## src/rtl/mrnaiso_ctl_pkg.sv

```systemverilog
// Shared types and constants for the mRNA isolation valve sequencer.
// Latency: n/a (types, constants and a pure decode function only).
// Backpressure: n/a.
// Contents: phase codes, the 22-line control bundle, the all-closed value,
// the peristaltic pump step pattern, and the per-phase control decode.
package mrnaiso_ctl_pkg;

    typedef enum logic [2:0] {
        PH_IDLE    = 3'd0,
        PH_LOAD    = 3'd1,
        PH_LYSE    = 3'd2,
        PH_BIND    = 3'd3,
        PH_SEP     = 3'd4,
        PH_COLLECT = 3'd5,
        PH_DONE    = 3'd6
    } phase_e;

    // All valve control lines except the pump; 1 = pressurised = valve closed.
    typedef struct packed {
        logic [3:0] cells_in;
        logic [3:0] cells_out;
        logic [3:0] collect;
        logic       lysis_in;
        logic       lysis_waste;
        logic [1:0] beads_in;
        logic       bead_waste;
        logic       push;
        logic       sep;
        logic [1:0] sieve;
        logic       waste;
    } ctl_t;

    localparam ctl_t       CTL_ALL_CLOSED = '1;
    localparam logic [2:0] PUMP_IDLE      = 3'b111;
    localparam int         PUMP_STEPS     = 6;
    localparam logic [2:0] PUMP_PATTERN [0:PUMP_STEPS-1] =
        '{3'b011, 3'b001, 3'b101, 3'b100, 3'b110, 3'b010};

    // Valve levels for a phase given the latched stage mask. Any line not
    // opened by the phase stays closed.
    function automatic ctl_t ctl_decode(phase_e ph, logic [3:0] en);
        ctl_t c;
        logic pair_a;
        logic pair_b;
        c      = CTL_ALL_CLOSED;
        pair_a = en[0] | en[1];
        pair_b = en[2] | en[3];
        case (ph)
            PH_LOAD: begin
                c.cells_in = ~en;
                c.waste    = 1'b0;
            end
            PH_LYSE: begin
                c.lysis_in    = 1'b0;
                c.lysis_waste = 1'b0;
                c.cells_out   = ~en;
            end
            PH_BIND: begin
                c.beads_in = {~pair_b, ~pair_a};
                c.sieve    = 2'b11;
            end
            PH_SEP: begin
                c.sep   = 1'b0;
                c.push  = 1'b0;
                c.waste = 1'b0;
                c.sieve = 2'b11;
            end
            PH_COLLECT: begin
                c.collect    = ~en;
                c.sieve      = {~pair_b, ~pair_a};
                c.push       = 1'b0;
                c.bead_waste = 1'b0;
            end
            default: ;
        endcase
        return c;
    endfunction

endpackage

```

## src/rtl/mrnaiso_ctl_sequencer_if.sv

```systemverilog
// Control/status bundle between the protocol host and the valve sequencer.
// Latency: n/a (wiring only).
// Backpressure: none; start is a level request sampled in IDLE.
// Ports: host drives start/abort/stage_en; the sequencer drives status
// (busy/done/aborted/phase) and every valve control line.
interface mrnaiso_ctl_sequencer_if;
    import mrnaiso_ctl_pkg::*;

    logic       start;
    logic       abort;
    logic [3:0] stage_en;
    logic       busy;
    logic       done;
    logic       aborted;
    phase_e     phase;
    logic [3:0] cells_in_ctl;
    logic [3:0] cells_out_ctl;
    logic [3:0] collect_ctl;
    logic       lysis_in_ctl;
    logic       lysis_waste_ctl;
    logic [1:0] beads_in_ctl;
    logic       bead_waste_ctl;
    logic [2:0] pump;
    logic       push_ctl;
    logic       sep_ctl;
    logic [1:0] sieve_ctl;
    logic       waste_ctl;

    modport master (
        output start, abort, stage_en,
        input  busy, done, aborted, phase,
        input  cells_in_ctl, cells_out_ctl, collect_ctl, lysis_in_ctl,
        input  lysis_waste_ctl, beads_in_ctl, bead_waste_ctl, pump,
        input  push_ctl, sep_ctl, sieve_ctl, waste_ctl
    );

    modport slave (
        input  start, abort, stage_en,
        output busy, done, aborted, phase,
        output cells_in_ctl, cells_out_ctl, collect_ctl, lysis_in_ctl,
        output lysis_waste_ctl, beads_in_ctl, bead_waste_ctl, pump,
        output push_ctl, sep_ctl, sieve_ctl, waste_ctl
    );

endinterface

```

## src/rtl/mrnaiso_pump_seq.sv

```systemverilog
// Peristaltic pump driver: divider plus 6-step, 3-valve pattern generator.
// Latency: pump registered; restart shows step 0 on the next cycle.
// Backpressure: none; free-running while run is high.
// Ports: clk, rst (sync, active-high), run (pump active), restart
// (force step 0 this cycle), pump (3 valve lines, 111 when idle).
module mrnaiso_pump_seq
    import mrnaiso_ctl_pkg::*;
#(
    parameter int PUMP_DIV = 4
) (
    input  logic       clk,
    input  logic       rst,
    input  logic       run,
    input  logic       restart,
    output logic [2:0] pump
);

    localparam int DW = (PUMP_DIV > 1) ? $clog2(PUMP_DIV) : 1;

    logic [DW-1:0] div_q, div_d;
    logic [2:0]    step_q, step_d;
    logic [2:0]    pump_q, pump_d;

    always_comb begin
        div_d  = div_q;
        step_d = step_q;
        if (!run || restart) begin
            div_d  = '0;
            step_d = '0;
        end else if (div_q == DW'(PUMP_DIV - 1)) begin
            div_d  = '0;
            step_d = (step_q == 3'(PUMP_STEPS - 1)) ? 3'd0 : step_q + 3'd1;
        end else begin
            div_d = div_q + DW'(1);
        end
        pump_d = run ? PUMP_PATTERN[step_d] : PUMP_IDLE;
    end

    always_ff @(posedge clk) begin
        if (rst) begin
            div_q  <= '0;
            step_q <= '0;
            pump_q <= PUMP_IDLE;
        end else begin
            div_q  <= div_d;
            step_q <= step_d;
            pump_q <= pump_d;
        end
    end

    assign pump = pump_q;

endmodule

```

## src/rtl/mrnaiso_ctl_sequencer.sv

```systemverilog
// Valve sequencer for one mRNA isolation run: LOAD, LYSE, BIND, SEP, COLLECT.
// Latency: all outputs registered; accepted start shows LOAD on the next cycle.
// Backpressure: start ignored outside IDLE; abort drops to IDLE in one cycle.
// Ports: clk, rst (sync, active-high), bus (slave side: start/abort/stage_en
// in; busy/done/aborted/phase and all valve control lines out).
module mrnaiso_ctl_sequencer
    import mrnaiso_ctl_pkg::*;
#(
    parameter int T_LOAD    = 64,
    parameter int T_LYSE    = 256,
    parameter int T_BIND    = 256,
    parameter int T_SEP     = 128,
    parameter int T_COLLECT = 64,
    parameter int PUMP_DIV  = 4
) (
    input  logic                     clk,
    input  logic                     rst,
    mrnaiso_ctl_sequencer_if.slave   bus
);

    localparam int TMAX_A = (T_LOAD > T_LYSE) ? T_LOAD : T_LYSE;
    localparam int TMAX_B = (T_BIND > T_SEP) ? T_BIND : T_SEP;
    localparam int TMAX_C = (TMAX_A > TMAX_B) ? TMAX_A : TMAX_B;
    localparam int TMAX   = (TMAX_C > T_COLLECT) ? TMAX_C : T_COLLECT;
    // The counter is loaded with the full phase length, so a power-of-two
    // length needs one bit more than $clog2 of it.
    localparam int CW     = $clog2(TMAX + 1);

    phase_e        phase_q, phase_d;
    logic [CW-1:0] cnt_q, cnt_d;
    logic [3:0]    en_q, en_d;
    logic          aborted_d;
    ctl_t          ctl_q;
    logic          busy_q, done_q, aborted_q;
    logic          pump_run, pump_restart;

    function automatic logic [CW-1:0] phase_len(phase_e ph);
        case (ph)
            PH_LOAD:    return CW'(T_LOAD);
            PH_LYSE:    return CW'(T_LYSE);
            PH_BIND:    return CW'(T_BIND);
            PH_SEP:     return CW'(T_SEP);
            PH_COLLECT: return CW'(T_COLLECT);
            default:    return '0;
        endcase
    endfunction

    always_comb begin
        phase_d   = phase_q;
        cnt_d     = cnt_q;
        en_d      = en_q;
        aborted_d = 1'b0;
        case (phase_q)
            PH_IDLE: begin
                // Start wins over a simultaneous abort; an empty mask is no run.
                if (bus.start && (bus.stage_en != 4'b0000)) begin
                    phase_d = PH_LOAD;
                    cnt_d   = phase_len(PH_LOAD);
                    en_d    = bus.stage_en;
                end
            end
            PH_LOAD, PH_LYSE, PH_BIND, PH_SEP, PH_COLLECT: begin
                if (bus.abort) begin
                    phase_d   = PH_IDLE;
                    cnt_d     = '0;
                    aborted_d = 1'b1;
                end else if (cnt_q == CW'(1)) begin
                    // Phase codes are consecutive, COLLECT+1 is DONE.
                    phase_d = phase_e'(phase_q + 3'd1);
                    cnt_d   = phase_len(phase_e'(phase_q + 3'd1));
                end else begin
                    cnt_d = cnt_q - CW'(1);
                end
            end
            default: begin
                // DONE lasts one cycle; unused codes recover to IDLE.
                phase_d = PH_IDLE;
                cnt_d   = '0;
            end
        endcase
    end

    // Outputs are decoded from next state so they line up with phase_q.
    always_ff @(posedge clk) begin
        if (rst) begin
            phase_q   <= PH_IDLE;
            cnt_q     <= '0;
            en_q      <= '0;
            ctl_q     <= CTL_ALL_CLOSED;
            busy_q    <= 1'b0;
            done_q    <= 1'b0;
            aborted_q <= 1'b0;
        end else begin
            phase_q   <= phase_d;
            cnt_q     <= cnt_d;
            en_q      <= en_d;
            ctl_q     <= ctl_decode(phase_d, en_d);
            busy_q    <= (phase_d != PH_IDLE) && (phase_d != PH_DONE);
            done_q    <= (phase_d == PH_DONE);
            aborted_q <= aborted_d;
        end
    end

    assign pump_run     = (phase_d == PH_LYSE) || (phase_d == PH_BIND);
    assign pump_restart = pump_run && (phase_d != phase_q);

    mrnaiso_pump_seq #(
        .PUMP_DIV (PUMP_DIV)
    ) u_pump (
        .clk     (clk),
        .rst     (rst),
        .run     (pump_run),
        .restart (pump_restart),
        .pump    (bus.pump)
    );

    assign bus.busy            = busy_q;
    assign bus.done            = done_q;
    assign bus.aborted         = aborted_q;
    assign bus.phase           = phase_q;
    assign bus.cells_in_ctl    = ctl_q.cells_in;
    assign bus.cells_out_ctl   = ctl_q.cells_out;
    assign bus.collect_ctl     = ctl_q.collect;
    assign bus.lysis_in_ctl    = ctl_q.lysis_in;
    assign bus.lysis_waste_ctl = ctl_q.lysis_waste;
    assign bus.beads_in_ctl    = ctl_q.beads_in;
    assign bus.bead_waste_ctl  = ctl_q.bead_waste;
    assign bus.push_ctl        = ctl_q.push;
    assign bus.sep_ctl         = ctl_q.sep;
    assign bus.sieve_ctl       = ctl_q.sieve;
    assign bus.waste_ctl       = ctl_q.waste;

endmodule

```

## src/flat_wrapper.sv

```systemverilog
// flat-port wrapper written by rule: the top's interface ports become plain ports
module mrnaiso_ctl_sequencer_flat import mrnaiso_ctl_pkg::*;
#(
    parameter int T_LOAD    = 64,
    parameter int T_LYSE    = 256,
    parameter int T_BIND    = 256,
    parameter int T_SEP     = 128,
    parameter int T_COLLECT = 64,
    parameter int PUMP_DIV  = 4
)
  (clk, rst, bus_start, bus_abort, bus_stage_en, bus_busy, bus_done, bus_aborted, bus_phase, bus_cells_in_ctl, bus_cells_out_ctl, bus_collect_ctl, bus_lysis_in_ctl, bus_lysis_waste_ctl, bus_beads_in_ctl, bus_bead_waste_ctl, bus_pump, bus_push_ctl, bus_sep_ctl, bus_sieve_ctl, bus_waste_ctl);
  mrnaiso_ctl_sequencer_if bus_i ();
  input  logic clk;
  input  logic rst;
  input wire logic [$bits(bus_i.start)-1:0] bus_start;
  input wire logic [$bits(bus_i.abort)-1:0] bus_abort;
  input wire logic [$bits(bus_i.stage_en)-1:0] bus_stage_en;
  output wire logic [$bits(bus_i.busy)-1:0] bus_busy;
  output wire logic [$bits(bus_i.done)-1:0] bus_done;
  output wire logic [$bits(bus_i.aborted)-1:0] bus_aborted;
  output wire logic [$bits(bus_i.phase)-1:0] bus_phase;
  output wire logic [$bits(bus_i.cells_in_ctl)-1:0] bus_cells_in_ctl;
  output wire logic [$bits(bus_i.cells_out_ctl)-1:0] bus_cells_out_ctl;
  output wire logic [$bits(bus_i.collect_ctl)-1:0] bus_collect_ctl;
  output wire logic [$bits(bus_i.lysis_in_ctl)-1:0] bus_lysis_in_ctl;
  output wire logic [$bits(bus_i.lysis_waste_ctl)-1:0] bus_lysis_waste_ctl;
  output wire logic [$bits(bus_i.beads_in_ctl)-1:0] bus_beads_in_ctl;
  output wire logic [$bits(bus_i.bead_waste_ctl)-1:0] bus_bead_waste_ctl;
  output wire logic [$bits(bus_i.pump)-1:0] bus_pump;
  output wire logic [$bits(bus_i.push_ctl)-1:0] bus_push_ctl;
  output wire logic [$bits(bus_i.sep_ctl)-1:0] bus_sep_ctl;
  output wire logic [$bits(bus_i.sieve_ctl)-1:0] bus_sieve_ctl;
  output wire logic [$bits(bus_i.waste_ctl)-1:0] bus_waste_ctl;
  assign bus_i.start = bus_start;
  assign bus_i.abort = bus_abort;
  assign bus_i.stage_en = bus_stage_en;
  assign bus_busy = bus_i.busy;
  assign bus_done = bus_i.done;
  assign bus_aborted = bus_i.aborted;
  assign bus_phase = bus_i.phase;
  assign bus_cells_in_ctl = bus_i.cells_in_ctl;
  assign bus_cells_out_ctl = bus_i.cells_out_ctl;
  assign bus_collect_ctl = bus_i.collect_ctl;
  assign bus_lysis_in_ctl = bus_i.lysis_in_ctl;
  assign bus_lysis_waste_ctl = bus_i.lysis_waste_ctl;
  assign bus_beads_in_ctl = bus_i.beads_in_ctl;
  assign bus_bead_waste_ctl = bus_i.bead_waste_ctl;
  assign bus_pump = bus_i.pump;
  assign bus_push_ctl = bus_i.push_ctl;
  assign bus_sep_ctl = bus_i.sep_ctl;
  assign bus_sieve_ctl = bus_i.sieve_ctl;
  assign bus_waste_ctl = bus_i.waste_ctl;
  mrnaiso_ctl_sequencer #(.T_LOAD(T_LOAD), .T_LYSE(T_LYSE), .T_BIND(T_BIND), .T_SEP(T_SEP), .T_COLLECT(T_COLLECT), .PUMP_DIV(PUMP_DIV)) u_core (.clk(clk), .rst(rst), .bus(bus_i));
endmodule
```

## config.mk

```make
export PLATFORM = sky130hd
export DESIGN_NAME = mrnaiso_ctl_sequencer_flat
export DESIGN_NICKNAME = d
export VERILOG_FILES = /design/src/rtl/mrnaiso_ctl_pkg.sv /design/src/rtl/mrnaiso_ctl_sequencer_if.sv /design/src/rtl/mrnaiso_pump_seq.sv /design/src/rtl/mrnaiso_ctl_sequencer.sv /design/src/flat_wrapper.sv
export SDC_FILE = /design/constraint.sdc
export NUM_CORES = 1
export LEC_CHECK = 0
export ABC_CLOCK_PERIOD_IN_PS = 2300
export BUFFER_PORTS_ARGS = -buffer_cell sky130_fd_sc_hd__buf_2
export CAP_MARGIN = 20
export CELL_PAD_IN_SITES_DETAIL_PLACEMENT = 0
export CELL_PAD_IN_SITES_GLOBAL_PLACEMENT = 1
export CORE_ASPECT_RATIO = 0.75
export CORE_MARGIN = 4
export CORE_UTILIZATION = 37
export DETAILED_ROUTE_END_ITERATION = 12
export PLACE_DENSITY_LB_ADDON = 0.1
export RECOVER_POWER = 25
export SKIP_LAST_GASP = 1
export SLEW_MARGIN = 20
export SYNTH_ARGS = -nofsm -noshare
export SYNTH_HDL_FRONTEND = slang
export SYNTH_SLANG_ARGS = --single-unit
```

## constraint.sdc

```tcl
create_clock -name clk -period 2.3 [get_ports clk]
set_input_delay 0.23 -clock clk [delete_from_list [all_inputs] [get_ports clk]]
set_output_delay 0.23 -clock clk [all_outputs]
set_load 0.01 [all_outputs]
```

==> results.json, run 1 <==
{
  "outcome": "completed",
  "place_hpwl_um": 3808,
  "die_x_um": 93.91,
  "grt_usage_pct": 15.29,
  "synth_nets": 236,
  "cp.required_ns": 2.47,
  "antenna_found_initial": 0,
  "synth_cells": 219,
  "synth-edff-count": 0,
  "final_util_pct": 49.07,
  "min_to": "u_core.bus.aborted",
  "startpoint": "u_core.bus.phase[1]",
  "ys_seq_area_share_pct": 46.92,
  "start_kind": "register",
  "clockRootBuffer": "clkbuf_8",
  "grt_pass1_wl_um": 7935,
  "clk_path_buf_depth": 2,
  "path_clk_slew_ns": 0.09,
  "synth-main-ff-cell": "dfxtp_1",
  "cts_inserted_buffers": 5,
  "hold_path_depth": 2,
  "firstDrtPassIters": 4,
  "start_util_pct": 38.27,
  "drtIter0Drc": 126,
  "fin_cells": 355,
  "syn_avg_cell_area_um2": 9.353,
  "fin_crit_ns": 2.181,
  "p_leak_nw": 1.042,
  "cts_tree": "yes",
  "ys_ff_latch": 48,
  "power_density_nw_per_um2": 709.9,
  "overflow": 0,
  "post_drt_wl_per_cell_um": 14.17,
  "worstSkewPairLatency_ns": 0.30,
  "worstMarginPinSlew_ns": 0.3665,
  "fmax_ghz": 0.4585,
  "end_kind": "register",
  "place_congestion": 0.7906,
  "critPathKind": "register to register",
  "reg2reg_to": "u_core.u_pump.pump[1]",
  "slew_headroom_pct": 75.38,
  "via_count": 1748,
  "nFillCells": 522,
  "dp.cells": 344,
  "skew_ns": 0.009603,
  "grt_start_max_net_pins": 16,
  "area_delta_synth_final_pct": 28.22,
  "cp_max_fo": 6,
  "fp.dieH_um": 72.44,
  "multi_input_comb_area_um2": 1055,
  "synth_top_area_share_pct": 46.92,
  "dieArea_um2": 6802,
  "hold_start": "bus_abort",
  "synth_cell_types": 42,
  "route.antenna.remaining_nets": 0,
  "drc": 0,
  "wl_um": 5031,
  "vias_per_cell": 4.924,
  "r2r_start": "u_core.bus.phase[1]",
  "vdd_drop_max_mv": 0.2385,
  "hold_ws_ns": 0.2217,
  "layout.nets": 296,
  "cts_max_level": 2,
  "hold_viol": 0,
  "setup_viol": 0,
  "r2r_slack_ns": 0.12,
  "slew_viol_final": 0,
  "cp.arrival_ns": 2.36,
  "timing.final.crit_share_pct": 94.83,
  "io_buffers": 38,
  "max_cap_viol_count": 0,
  "clock-sinks": 48,
  "reg2reg_depth": 8,
  "final_layout_size_suffix_gt1_share_pct": 26.79,
  "synth_warnings": 0,
  "ioPinCount": 39,
  "ys_async_sr_fraction_pct": 0,
  "synth_area_um2": 2048,
  "rows": 23,
  "diodes": 0,
  "synth_top_area_cell": "dfxtp_1",
  "netlist_top_cells_area": "dfxtp_1 47%, ha_1 5.5%, nand3_1 4.9%",
  "hold_class": "primary input to register",
  "grt_pass1_vias": 1564,
  "coreArea_um2": 5353,
  "seqCellArea_um2": 968.4
}
-- metrics by stage --
step	setup TNS [ns]	cell area (um2)	power (mW)	worst slack [ns]
after floorplan	0	2064	1.114	0.008745
after global placement	0	2472	1.233	0.05118
after global routing	-0.03219	2626	1.973	-0.02138
after detailed placement	0	2472	1.232	0.01996
final	0	2626	1.864	0.1189
after CTS	0	2594	1.875	0.004778
-- cells by family (layout without fill, tap and decap cells) --
group / Yosys count / count (layout) / share of synthesized area, %
compound gates: 35 / 35 / 11.73
xor+xnor: 7 / 7 / 2.993
fa+ha+maj: 9 / 9 / 5.498
buf+inv: 20 / 81 / 3.971
flops: 48 / 48 / 46.92
mux: 8 / 8 / 4.215
simple gates: 92 / 92 / 24.68
-- how the worst max path moves through the flow --
stage | end | depth (start not counted)
finish | u_core.u_pump.pump[1] | 8
global route | u_core.u_pump.pump[1] | 8
CTS | u_core.u_pump.pump[1] | 7
detailed placement | u_core.u_pump.pump[1] | 7
global placement | u_core.u_pump.pump[2] | 8
floorplan | u_core.u_pump.pump[1] | 7
-- layer usage --
metal	up-vias	global-route usage, %	wire length [um]
met1	798	23.93	2715
met2	50	20.06	1944
met3	7	4.767	329
met5	-	0	0
met4	0	3.365	42
li1	893	-	-
-- timing repair --
action | CTS | global route
setup buffers | 0 | 3
resized for setup | 0 | 10
setup endpoints to repair | 0 | 23
hold buffers | 0 | 0
hold endpoints to repair | 0 | 0
-- worst max-delay path, cell delays in order, from the launching register on --
cell,delay [ns]
dfxtp_4,0.37
buf_4,0.15
ha_4,0.16
nor4_4,0.27
nor3_2,0.11
buf_4,0.17
and3_1,0.16
a211o_1,0.28
or4_1,0.39
-- state kept, by name, indices dropped and copies added, names as in the netlist, 2 cells and up --
signal	count
u_core.en_q	4
u_core.bus.sieve_ctl	2
u_core.bus.cells_out_ctl	4
u_core.bus.beads_in_ctl	2
u_core.u_pump.div_q	2
u_core.u_pump.pump	3
u_core.bus.collect_ctl	4
u_core.bus.cells_in_ctl	4
u_core.bus.phase	3
u_core.u_pump.step_q	3
u_core.cnt_q	9
-- placed cells by master, fill, tap and decap left out, types with 3 or more instances in the layout --
cell	synthesis	routed
clkbuf_1	6	19
or3_1	3	3
buf_2	2	19
inv_1	11	11
a31oi_1	5	5
mux2i_1	3	3
xnor2_1	3	3
mux2_2	5	5
buf_4	1	24
ha_1	9	7
o21ai_0	6	5
nor4_1	3	3
dfxtp_1	48	46
nor3_1	9	8
xor2_1	4	4
nor2_1	18	18
and2_1	4	4
a21oi_1	10	9
nand3_1	20	20
clkbuf_8	0	6
nand2_1	16	16
-- final cells by class --
class	count	share of cell area (%)
Clock buffer	6	3.144
Multi-Input combinational cell	151	40.16
Clock inverter	2	1.477
Inverter	11	1.572
Sequential cell	48	36.87
Tap cell	75	3.573
Timing Repair Buffer	62	13.20
-- cells in the mapped netlist (3+ instances only) --
cell / instances
a21oi_1: 10
a31oi_1: 5
and2_1: 4
clkbuf_1: 6
dfxtp_1: 48
ha_1: 9
inv_1: 11
mux2_2: 5
mux2i_1: 3
nand2_1: 16
nand3_1: 20
nor2_1: 18
nor3_1: 9
nor4_1: 3
nor4b_1: 3
o21ai_0: 6
or3_1: 3
xnor2_1: 3
xor2_1: 4
-- report_power, final --
| group | internal, mW | switching (mW) | leakage (nW) |
|---|---|---|---|
| Combinational | 0.151 | 0.185 | 0.589 |
| Sequential | 0.861 | 0.0272 | 0.392 |
| Clock | 0.356 | 0.284 | 0.0614 |
(Power assumes the default switching activity.)
==> run 2: changes to the inputs <==
--- a/config.mk
+++ b/config.mk
@@ -5,7 +5,7 @@
 export SDC_FILE = /design/constraint.sdc
 export NUM_CORES = 1
 export LEC_CHECK = 0
-export ABC_CLOCK_PERIOD_IN_PS = 2300
+export ABC_CLOCK_PERIOD_IN_PS = 2000
 export BUFFER_PORTS_ARGS = -buffer_cell sky130_fd_sc_hd__buf_2
 export CAP_MARGIN = 20
 export CELL_PAD_IN_SITES_DETAIL_PLACEMENT = 0
@@ -14,6 +14,7 @@
 export CORE_MARGIN = 4
 export CORE_UTILIZATION = 37
 export DETAILED_ROUTE_END_ITERATION = 12
+export MAX_ROUTING_LAYER = met4
 export PLACE_DENSITY_LB_ADDON = 0.1
 export RECOVER_POWER = 25
 export SKIP_LAST_GASP = 1
==> constraint.sdc (replaced) <==
create_clock -name clk -period 2 [get_ports clk]
set_input_delay 0.2 -clock clk [delete_from_list [all_inputs] [get_ports clk]]
set_output_delay 0.2 -clock clk [all_outputs]
set_load 0.1 [all_outputs]
==> results.json, run 2 (same netlist as run 1, synthesis figures left out) <==
{
  "outcome": "complete, but fails checks",
  "failed_checks": "negative setup slack",
  "final_layout_size_suffix_gt1_share_pct": 46.06,
  "cp_cell_sequence": "buf_6 -> ha_4 -> nor4_4 -> nor3_4 -> buf_4 -> and3_1 -> a211o_1 -> or4_1",
  "grt_usage_pct": 17.00,
  "slowest_stage": "or4_1",
  "start_util_pct": 38.27,
  "reg2reg_depth": 8,
  "dp.cells": 365,
  "max_cap_viol_count": 0,
  "skew_ns": 0.003758,
  "vias_per_cell": 4.893,
  "hold_viol": 0,
  "path_delay_family": "simple AND/OR/NAND/NOR gates",
  "place_congestion": 0.8405,
  "grt_start_max_net_pins": 17,
  "critPathKind": "register to register",
  "setup_viol": 23,
  "max_stage_delay_ns": 0.41,
  "firstDrtPassIters": 5,
  "place_hpwl_um": 3895,
  "grt_pass1_wl_um": 8811,
  "fin_setup_tns_ns": -0.9957,
  "fin_crit_ns": 2.166,
  "final_util_pct": 58.70,
  "dieArea_um2": 6802,
  "cts_max_level": 2,
  "overflow": 0,
  "coreArea_um2": 5353,
  "path_clk_slew_ns": 0.09,
  "ioPinCount": 39,
  "slew_headroom_pct": 22.09,
  "p_total_mw": 2.340,
  "rsz0062_at_grt": "yes",
  "r2r_start": "u_core.bus.phase[1]",
  "hold_class": "primary input to register",
  "area_delta_synth_final_pct": 53.39,
  "vdd_drop_max_mv": 0.4211,
  "io_buffers": 38,
  "clock-sinks": 48,
  "via_count": 1918,
  "drtIter0Drc": 122,
  "worstMarginPinSlew_ns": 1.174,
  "wl_um": 5592,
  "r2r_slack_ns": -0.17,
  "post_drt_wl_per_cell_um": 14.27,
  "largest_register_ffs": 9,
  "clk_path_buf_depth": 2,
  "grt_pass1_vias": 1733,
  "crit_path_end": "u_core.u_pump.pump[1]",
  "cp_max_fo": 5,
  "drc": 0,
  "fin_cells": 392,
  "die_x_um": 93.91,
  "fmax_ghz": 0.4618,
  "cp.required_ns": 2.18,
  "cp.arrival_ns": 2.34,
  "clockRootBuffer": "clkbuf_8",
  "largest-register": "u_core.cnt_q",
  "p_leak_nw": 1.271,
  "antenna_found_initial": 0,
  "route.antenna.remaining_nets": 0,
  "diodes": 0,
  "cp.depth": 8,
  "reg2reg_to": "u_core.u_pump.pump[1]",
  "final_cell_mix": "56 x buf_4, 44 x dfxtp_1, 27 x buf_2",
  "start_kind": "register",
  "end_kind": "register",
  "startpoint": "u_core.bus.phase[1]",
  "rows": 23,
  "slew_viol_final": 0,
  "fp.dieH_um": 72.44,
  "crit_buf_inv": 2,
  "cts_tree": "yes",
  "worstSkewPairLatency_ns": 0.30,
  "layout.nets": 333,
  "finalWorstSetupSlack_ns": -0.1656,
  "cts_inserted_buffers": 5,
  "power_density_nw_per_um2": 744.7,
  "timing.final.crit_share_pct": 108.3,
  "layout_commonest_cell": "buf_4"
}
==> run 2: report_power, final <==
group	switching (mW)	internal (mW)	leakage, nW	total [mW]
registers	0.0308	0.991	0.393	1.02
clock network	0.345	0.378	0.0591	0.723
logic	0.344	0.251	0.819	0.595
total	0.719	1.62	1.27	2.34
==> run 2: final cells by class <==
type                            count  area, um2
Tap cell                           75      93.84
Multi-Input combinational cell    151       1244
Inverter                           11      48.80
Timing Repair Buffer               99      670.6
Fill cell                         499       2211
Sequential cell                    48      970.9
Clock inverter                      3      45.04
Clock buffer                        5      68.82
==> run 2: repair_timing <==
action | in CTS | in global routing
pin swaps | 8 | 8
buffers inserted | 13 | 6
cloned | 1 | 0
gates resized for setup | 22 | 11
endpoints found under the setup margin | 31 | 37
hold buffers | 0 | 0
hold endpoints to repair | 0 | 0
==> run 2: per-layer routing <==
metal | up-vias | part of all wire (%) | track usage, %
met5 | - | 0 | -
met4 | 0 | 0.39 | 2.564
met3 | 2 | 6.4 | 3.523
met2 | 55 | 44 | 23.84
met1 | 897 | 50 | 25.51
li1 | 964 | - | -
==> run 2: worst min path at each step <==
stage,startpoint,to,slack [ns],cells after the start
after floorplan,bus_stage_en[0],u_core.en_q[0],0.37,2
after global placement,u_core.u_pump.div_q[0],u_core.u_pump.div_q[0],0.42,1
after detailed placement,u_core.u_pump.div_q[0],u_core.u_pump.div_q[0],0.42,1
after CTS,bus_abort,u_core.bus.aborted,0.19,2
after global routing,bus_abort,u_core.bus.aborted,0.19,2
final,bus_abort,u_core.bus.aborted,0.20,2
==> run 2: through the flow <==
step | setup slack, ns | hold WS (ns) | area, um2
after detailed placement | -0.2030 | 0.4214 | 2756
after global routing | -0.2811 | 0.1941 | 3142
after global placement | -0.2178 | 0.4192 | 2756
final | -0.1656 | 0.1987 | 3142
after CTS | -0.1407 | 0.1930 | 3064
after floorplan | -0.2902 | 0.3668 | 2181
